[config.mk]
export PLATFORM = sky130hd
export DESIGN_NAME = instr_driver
export DESIGN_NICKNAME = d
export VERILOG_FILES = /design/src/rtl/instr_driver.sv
export SDC_FILE = /design/constraint.sdc
export NUM_CORES = 1
export LEC_CHECK = 0
export ABC_AREA = 1
export CAP_MARGIN = 20
export CORE_AREA = 2 2 93 95
export DETAILED_ROUTE_END_ITERATION = 12
export DIE_AREA = 0 0 95 97
export GPL_TIMING_DRIVEN = 0
export HOLD_SLACK_MARGIN = 0.1
export PLACE_DENSITY = 0.77
export SLEW_MARGIN = 0
export SYNTH_ARGS = -nofsm -noshare
export SYNTH_HDL_FRONTEND = slang
export SYNTH_SLANG_ARGS = --single-unit
[constraint.sdc]
create_clock -name clk -period 2.4 [get_ports clk]
set_clock_uncertainty 0.2 [all_clocks]
set_input_delay 0.48 -clock clk [delete_from_list [all_inputs] [get_ports clk]]
set_output_delay 0.48 -clock clk [all_outputs]
set_load 0.005 [all_outputs]
[src/rtl/instr_driver.sv]
// instr_driver: host-side initiator for the two-unit compute chip pin interface.
// Instructions arrive on a ready/valid stream, queue in a small FIFO, and are
// driven one at a time onto the chip's ui_in/uio_in pins. The chip's uo_out is
// sampled a fixed number of cycles later and returned as a tagged response.
// Optional feature: define INSTR_DRV_CONTENTION_CHK_EN to enable the sticky
// uio contention detector; otherwise contention_err is tied low.
module instr_driver #(
  parameter int DEPTH    = 4,
  parameter int RESP_LAT = 2
) (
  input  logic        clk,
  input  logic        rst_n,
  input  logic        ena,
  input  logic        instr_valid,
  output logic        instr_ready,
  input  logic [15:0] instr_data,
  output logic [7:0]  chip_ui_in,
  output logic [7:0]  chip_uio_in,
  input  logic [7:0]  chip_uo_out,
  input  logic [7:0]  chip_uio_oe,
  output logic        rsp_valid,
  input  logic        rsp_ready,
  output logic [7:0]  rsp_data,
  output logic [3:0]  rsp_tag,
  output logic        busy,
  output logic        contention_err
);

  localparam int AW   = $clog2(DEPTH);
  localparam int CntW = (RESP_LAT > 1) ? $clog2(RESP_LAT) : 1;

  typedef enum logic [1:0] {
    IDLE  = 2'd0,
    ISSUE = 2'd1,
    WAIT  = 2'd2,
    RESP  = 2'd3
  } state_e;

  state_e            state_q, state_d;
  logic [AW:0]       wrPtr_q, wrPtr_d;
  logic [AW:0]       rdPtr_q, rdPtr_d;
  logic [15:0]       fifoMem [DEPTH];
  logic [CntW-1:0]   waitCnt_q, waitCnt_d;
  logic [7:0]        uiPins_q, uiPins_d;
  logic [7:0]        uioPins_q, uioPins_d;
  logic [3:0]        tag_q, tag_d;
  logic              rspValid_q, rspValid_d;
  logic [7:0]        rspData_q, rspData_d;

  logic              fifoEmpty;
  logic              fifoFull;
  logic              push;
  logic              pop;
  logic [15:0]       headData;

  // FIFO status comes purely from the pointer registers, so instr_ready never
  // depends combinationally on instr_valid.
  always_comb begin
    fifoEmpty = (wrPtr_q == rdPtr_q);
    fifoFull  = (wrPtr_q[AW] != rdPtr_q[AW]) &&
                (wrPtr_q[AW-1:0] == rdPtr_q[AW-1:0]);
    push      = instr_valid && !fifoFull;
    headData  = fifoMem[rdPtr_q[AW-1:0]];
  end

  // FIFO storage; contents need no reset because the pointers define validity.
  always_ff @(posedge clk) begin
    if (rst_n && push) begin
      fifoMem[wrPtr_q[AW-1:0]] <= instr_data;
    end
  end

  // Next-state and datapath decode for the issue/wait/response sequence.
  always_comb begin
    state_d    = state_q;
    waitCnt_d  = waitCnt_q;
    uiPins_d   = uiPins_q;
    uioPins_d  = uioPins_q;
    tag_d      = tag_q;
    rspValid_d = rspValid_q;
    rspData_d  = rspData_q;
    pop        = 1'b0;

    case (state_q)
      IDLE: begin
        if (!fifoEmpty && ena) begin
          state_d = ISSUE;
          pop     = 1'b1;
        end
      end
      ISSUE: begin
        state_d   = WAIT;
        waitCnt_d = CntW'(RESP_LAT - 1);
      end
      WAIT: begin
        if (waitCnt_q == '0) begin
          rspData_d  = chip_uo_out;
          rspValid_d = 1'b1;
          uiPins_d   = 8'h00;
          uioPins_d  = 8'h00;
          state_d    = RESP;
        end else begin
          waitCnt_d = waitCnt_q - 1'b1;
        end
      end
      RESP: begin
        if (rsp_ready) begin
          rspValid_d = 1'b0;
          if (!fifoEmpty && ena) begin
            state_d = ISSUE;
            pop     = 1'b1;
          end else begin
            state_d = IDLE;
          end
        end
      end
      default: begin
        state_d = IDLE;
      end
    endcase

    if (pop) begin
      uiPins_d  = headData[7:0];
      uioPins_d = headData[15:8];
      tag_d     = headData[11:8];
    end
  end

  // Pointer advance: push and pop in the same cycle leave the count unchanged.
  always_comb begin
    wrPtr_d = wrPtr_q;
    rdPtr_d = rdPtr_q;
    if (push) begin
      wrPtr_d = wrPtr_q + 1'b1;
    end
    if (pop) begin
      rdPtr_d = rdPtr_q + 1'b1;
    end
  end

  // State and datapath registers; reset discards queued and in-flight work.
  always_ff @(posedge clk) begin
    if (!rst_n) begin
      state_q    <= IDLE;
      wrPtr_q    <= '0;
      rdPtr_q    <= '0;
      waitCnt_q  <= '0;
      uiPins_q   <= 8'h00;
      uioPins_q  <= 8'h00;
      tag_q      <= 4'h0;
      rspValid_q <= 1'b0;
      rspData_q  <= 8'h00;
    end else begin
      state_q    <= state_d;
      wrPtr_q    <= wrPtr_d;
      rdPtr_q    <= rdPtr_d;
      waitCnt_q  <= waitCnt_d;
      uiPins_q   <= uiPins_d;
      uioPins_q  <= uioPins_d;
      tag_q      <= tag_d;
      rspValid_q <= rspValid_d;
      rspData_q  <= rspData_d;
    end
  end

  assign instr_ready = !fifoFull;
  assign chip_ui_in  = uiPins_q;
  assign chip_uio_in = uioPins_q;
  assign rsp_valid   = rspValid_q;
  assign rsp_data    = rspData_q;
  assign rsp_tag     = tag_q;
  assign busy        = (state_q != IDLE) || !fifoEmpty;

`ifdef INSTR_DRV_CONTENTION_CHK_EN
  logic contention_q, contention_d;

  // Flag any bit the chip drives while we also drive it high during an issue.
  always_comb begin
    contention_d = contention_q;
    if (((state_q == ISSUE) || (state_q == WAIT)) &&
        ((chip_uio_oe & uioPins_q) != 8'h00)) begin
      contention_d = 1'b1;
    end
  end

  // Sticky contention flag, cleared only by reset.
  always_ff @(posedge clk) begin
    if (!rst_n) begin
      contention_q <= 1'b0;
    end else begin
      contention_q <= contention_d;
    end
  end

  assign contention_err = contention_q;
`else
  logic unusedOe;
  assign unusedOe       = ^chip_uio_oe;
  assign contention_err = 1'b0;
`endif

endmodule
==> results.json <==
{
  "async_flop_share_pct": 0,
  "post-dp-hpwl_mm": 6.27,
  "die_area_um2": 9220,
  "leakage_uw": 0.00185,
  "rrSetupSlack_ps": 90,
  "path_class": "reg2out",
  "drive_gt1_share_pct": 15.2,
  "syn-cell-area_um2": 4200,
  "grt.overflow.total": 0,
  "outcome": "completed",
  "antenna_left": 0,
  "fillers": 631,
  "synth_enable_flop_cells": 64,
  "cts-root-buf": "clkbuf_8",
  "cts_num_sinks": 104,
  "cts_buffers": 9,
  "synth.top_cell.area_share_pct": 45.8,
  "ys_ff_latch": 104,
  "dr.pass1.iters": 4,
  "gp_congestion": 0.870,
  "p_sw_uw": 1830,
  "hold_viol_final": 0,
  "yosysMostFrequentCell": "edfxtp_1",
  "intPower_uw": 3760,
  "holdWs_ps": 269,
  "reg2reg_depth": 9,
  "hold_class": "reg2reg",
  "die_w_um": 95,
  "worst_pin_slew_ps": 646,
  "route.detailed.drc": 0,
  "cp_max_fo": 4,
  "clk_latency_ps": 370,
  "grt_pass1_wl_mm": 14.2,
  "diodes": 0,
  "ys_warn_count": 0,
  "clock_path_buffers": 2,
  "fmax_mhz": 430,
  "cts_tree": "done",
  "nets": 494,
  "r2r-start": "rdPtr_q[1]$_SDFFE_PN0P_",
  "cts_hold_buf": 0,
  "yosys-top-cells-area": "edfxtp_1 (46%), dfxtp_1 (19%), o21ai_0 (5.7%), nor2_1 (5.1%), nand3_1 (3.2%)",
  "seq_area_frac_synth_pct": 64.8,
  "pwr-share-seq_pct": 41.0,
  "synthCells": 374,
  "synthToLayoutAreaGrowth_pct": 25.2,
  "avgSynthCellArea_um2": 11.2,
  "clk_pin_slew_ps": 100,
  "drv_cap": 0,
  "crit_path_start_kind": "register",
  "power.switching_fraction_pct": 32.8,
  "antenna_found_initial": 0,
  "avgRoutedWirePerCell_um": 16.1,
  "syn-num-nets": 420,
  "rsz0062_at_grt": "true",
  "vias": 2972,
  "ios": 69,
  "endpoint_kind": "output pin",
  "wirelength_mm": 9.01,
  "hp-start": "rsp_tag[2]$_SDFFE_PN0P_",
  "netlist_top_cells_count": "edfxtp_1 (64), nor2_1 (57), o21ai_0 (48), dfxtp_1 (40), nand3_1 (27)",
  "period_needed_ps": 2320,
  "grt_max_degree": 18,
  "critPathArrivalTime_ps": 1640,
  "relSlewSlack_pct": 56.9,
  "worst_ep_required_time_ps": 1720,
  "fp.coreArea_um2": 8130,
  "io_buffers": 59,
  "synth_ff_type": "edfxtp_1",
  "ys_types": 29,
  "start_util_pct": 51.6,
  "yosys.area.top_type": "edfxtp_1",
  "rr_endpoint": "fifoMem[0][12]$_DFFE_PP_",
  "die_y_um": 97,
  "num_rows": 33,
  "pwr-share-clk_pct": 25.0,
  "utilization_pct": 64.6,
  "grt_pass1_vias": 2921,
  "dr.first_iter.drc_count": 178,
  "whs_path_depth": 2,
  "vias_per_cell": 5.33,
  "combPwrFrac_pct": 34.0,
  "hold_end": "rsp_tag[2]$_SDFFE_PN0P_",
  "fin_crit_sh_pct": 96.8,
  "setup_viol": 0,
  "peakVddDrop_mv": 0.451,
  "htreeDepth": 3,
  "gr-usage-all-layers_pct": 20.3,
  "final_max_slew_viol_count": 0,
  "powerDensity_nw_per_um2": 1060
}
-- worst max-delay path: stages, from the launching register on --
cell	delay (ps)
dfxtp_2	370
inv_1	80
ha_1	220
nand4_1	100
clkdlybuf4s50_1	500
-- logic make-up after synthesis --
logic type	count (synthesis)	share of synthesized area (%)
adders and majority gates	9	2.68
and+or+nand+nor	125	14.8
other	1	0.0893
DFF	104	64.8
AOI/OAI and AO/OA	96	12.7
buffers and inverters	39	4.94
-- worst max path at each step --
stage	startpoint	end	slack, ps	cells after the start
after global routing	wrPtr_q[0]$_SDFFE_PN0N_	fifoMem[3][14]$_DFFE_PP_	-70	9
after CTS	state_q[1]$_SDFFE_PN0P_	busy	3	4
after global placement	rst_n	fifoMem[3][15]$_DFFE_PP_	-760	3
final	state_q[1]$_SDFFE_PN0P_	busy	80	4
after detailed placement	rst_n	fifoMem[2][2]$_DFFE_PP_	-390	4
after floorplan	wrPtr_q[0]$_SDFFE_PN0N_	fifoMem[0][0]$_DFFE_PP_	150	8
-- metrics by stage --
stage | setup slack, ps | TNS (ps) | cells | total power (µW) | instance area [µm²]
final | 76.2 | 0 | 558 | 5590 | 5260
after global routing | -65.8 | -1530 | 558 | 5890 | 5260
after CTS | 2.66 | 0 | 557 | 5600 | 5250
after detailed placement | -395 | -12930 | 541 | 4210 | 4970
after global placement | -759 | -45030 | 538 | 4140 | 4920
after floorplan | 155 | 0 | 374 | 3460 | 4200
-- area by class of cell --
class	count	area, µm²	share of cell area, %
clock buffer	9	124	2.36
clock inverter	7	141	2.69
buffer	18	121	2.31
multi-input combinational	231	1280	24.4
timing repair buffer	63	639	12.2
sequential	104	2730	51.9
tap	105	131	2.50
inverter	21	86.3	1.64
-- sequential cells by signal, summed over array words and instances, names as in the netlist, named ones only --
signal and count:
state_q 2, waitCnt_q 1, chip_uio_in 8, chip_ui_in 8, wrPtr_q 3, rsp_valid 1
rsp_data 8, rdPtr_q 3, fifoMem 64, rsp_tag 4
-- layout by cell type, fill, tap and decap left out, types with 3 or more instances in the layout --
master           instances
nand2_1                 22
a21oi_1                 23
a21oi_2                  8
o21ai_0                 48
inv_1                   17
clkbuf_1                 4
clkdlybuf4s50_1         59
nor2_4                   3
nand3_2                 11
buf_4                    4
nor2_1                  53
ha_1                     9
nor2_2                   3
buf_8                    3
edfxtp_1                64
clkbuf_8                 9
o22ai_1                 16
dfxtp_2                  5
nand3_1                 27
inv_2                    3
bufinv_16                4
dfxtp_1                 35
buf_2                    5
-- per-layer routing --
metal / GRT usage (%) / share of wire [%]
met1: 26.1 / 43
met3: 3.27 / 5.3
met4: 9.81 / 2.7
met2: 33.2 / 49
met5: 0 / 0
-- timing repair --
action / in CTS / in global routing
setup endpoints to repair: 33 / 30
resized for setup: 3 / 4
setup buffers: 0 / 1
-- power by group through the flow --
stage                     Combinational [µW]  Clock, µW  Sequential (µW)
after global routing                    2090       1480             2320
after global placement                  1820          0             2320
after CTS                               1900       1410             2290
after floorplan                         1160          0             2310
after detailed placement                1880          0             2330
final                                   1900       1400             2290
(Power assumes the default switching activity.)
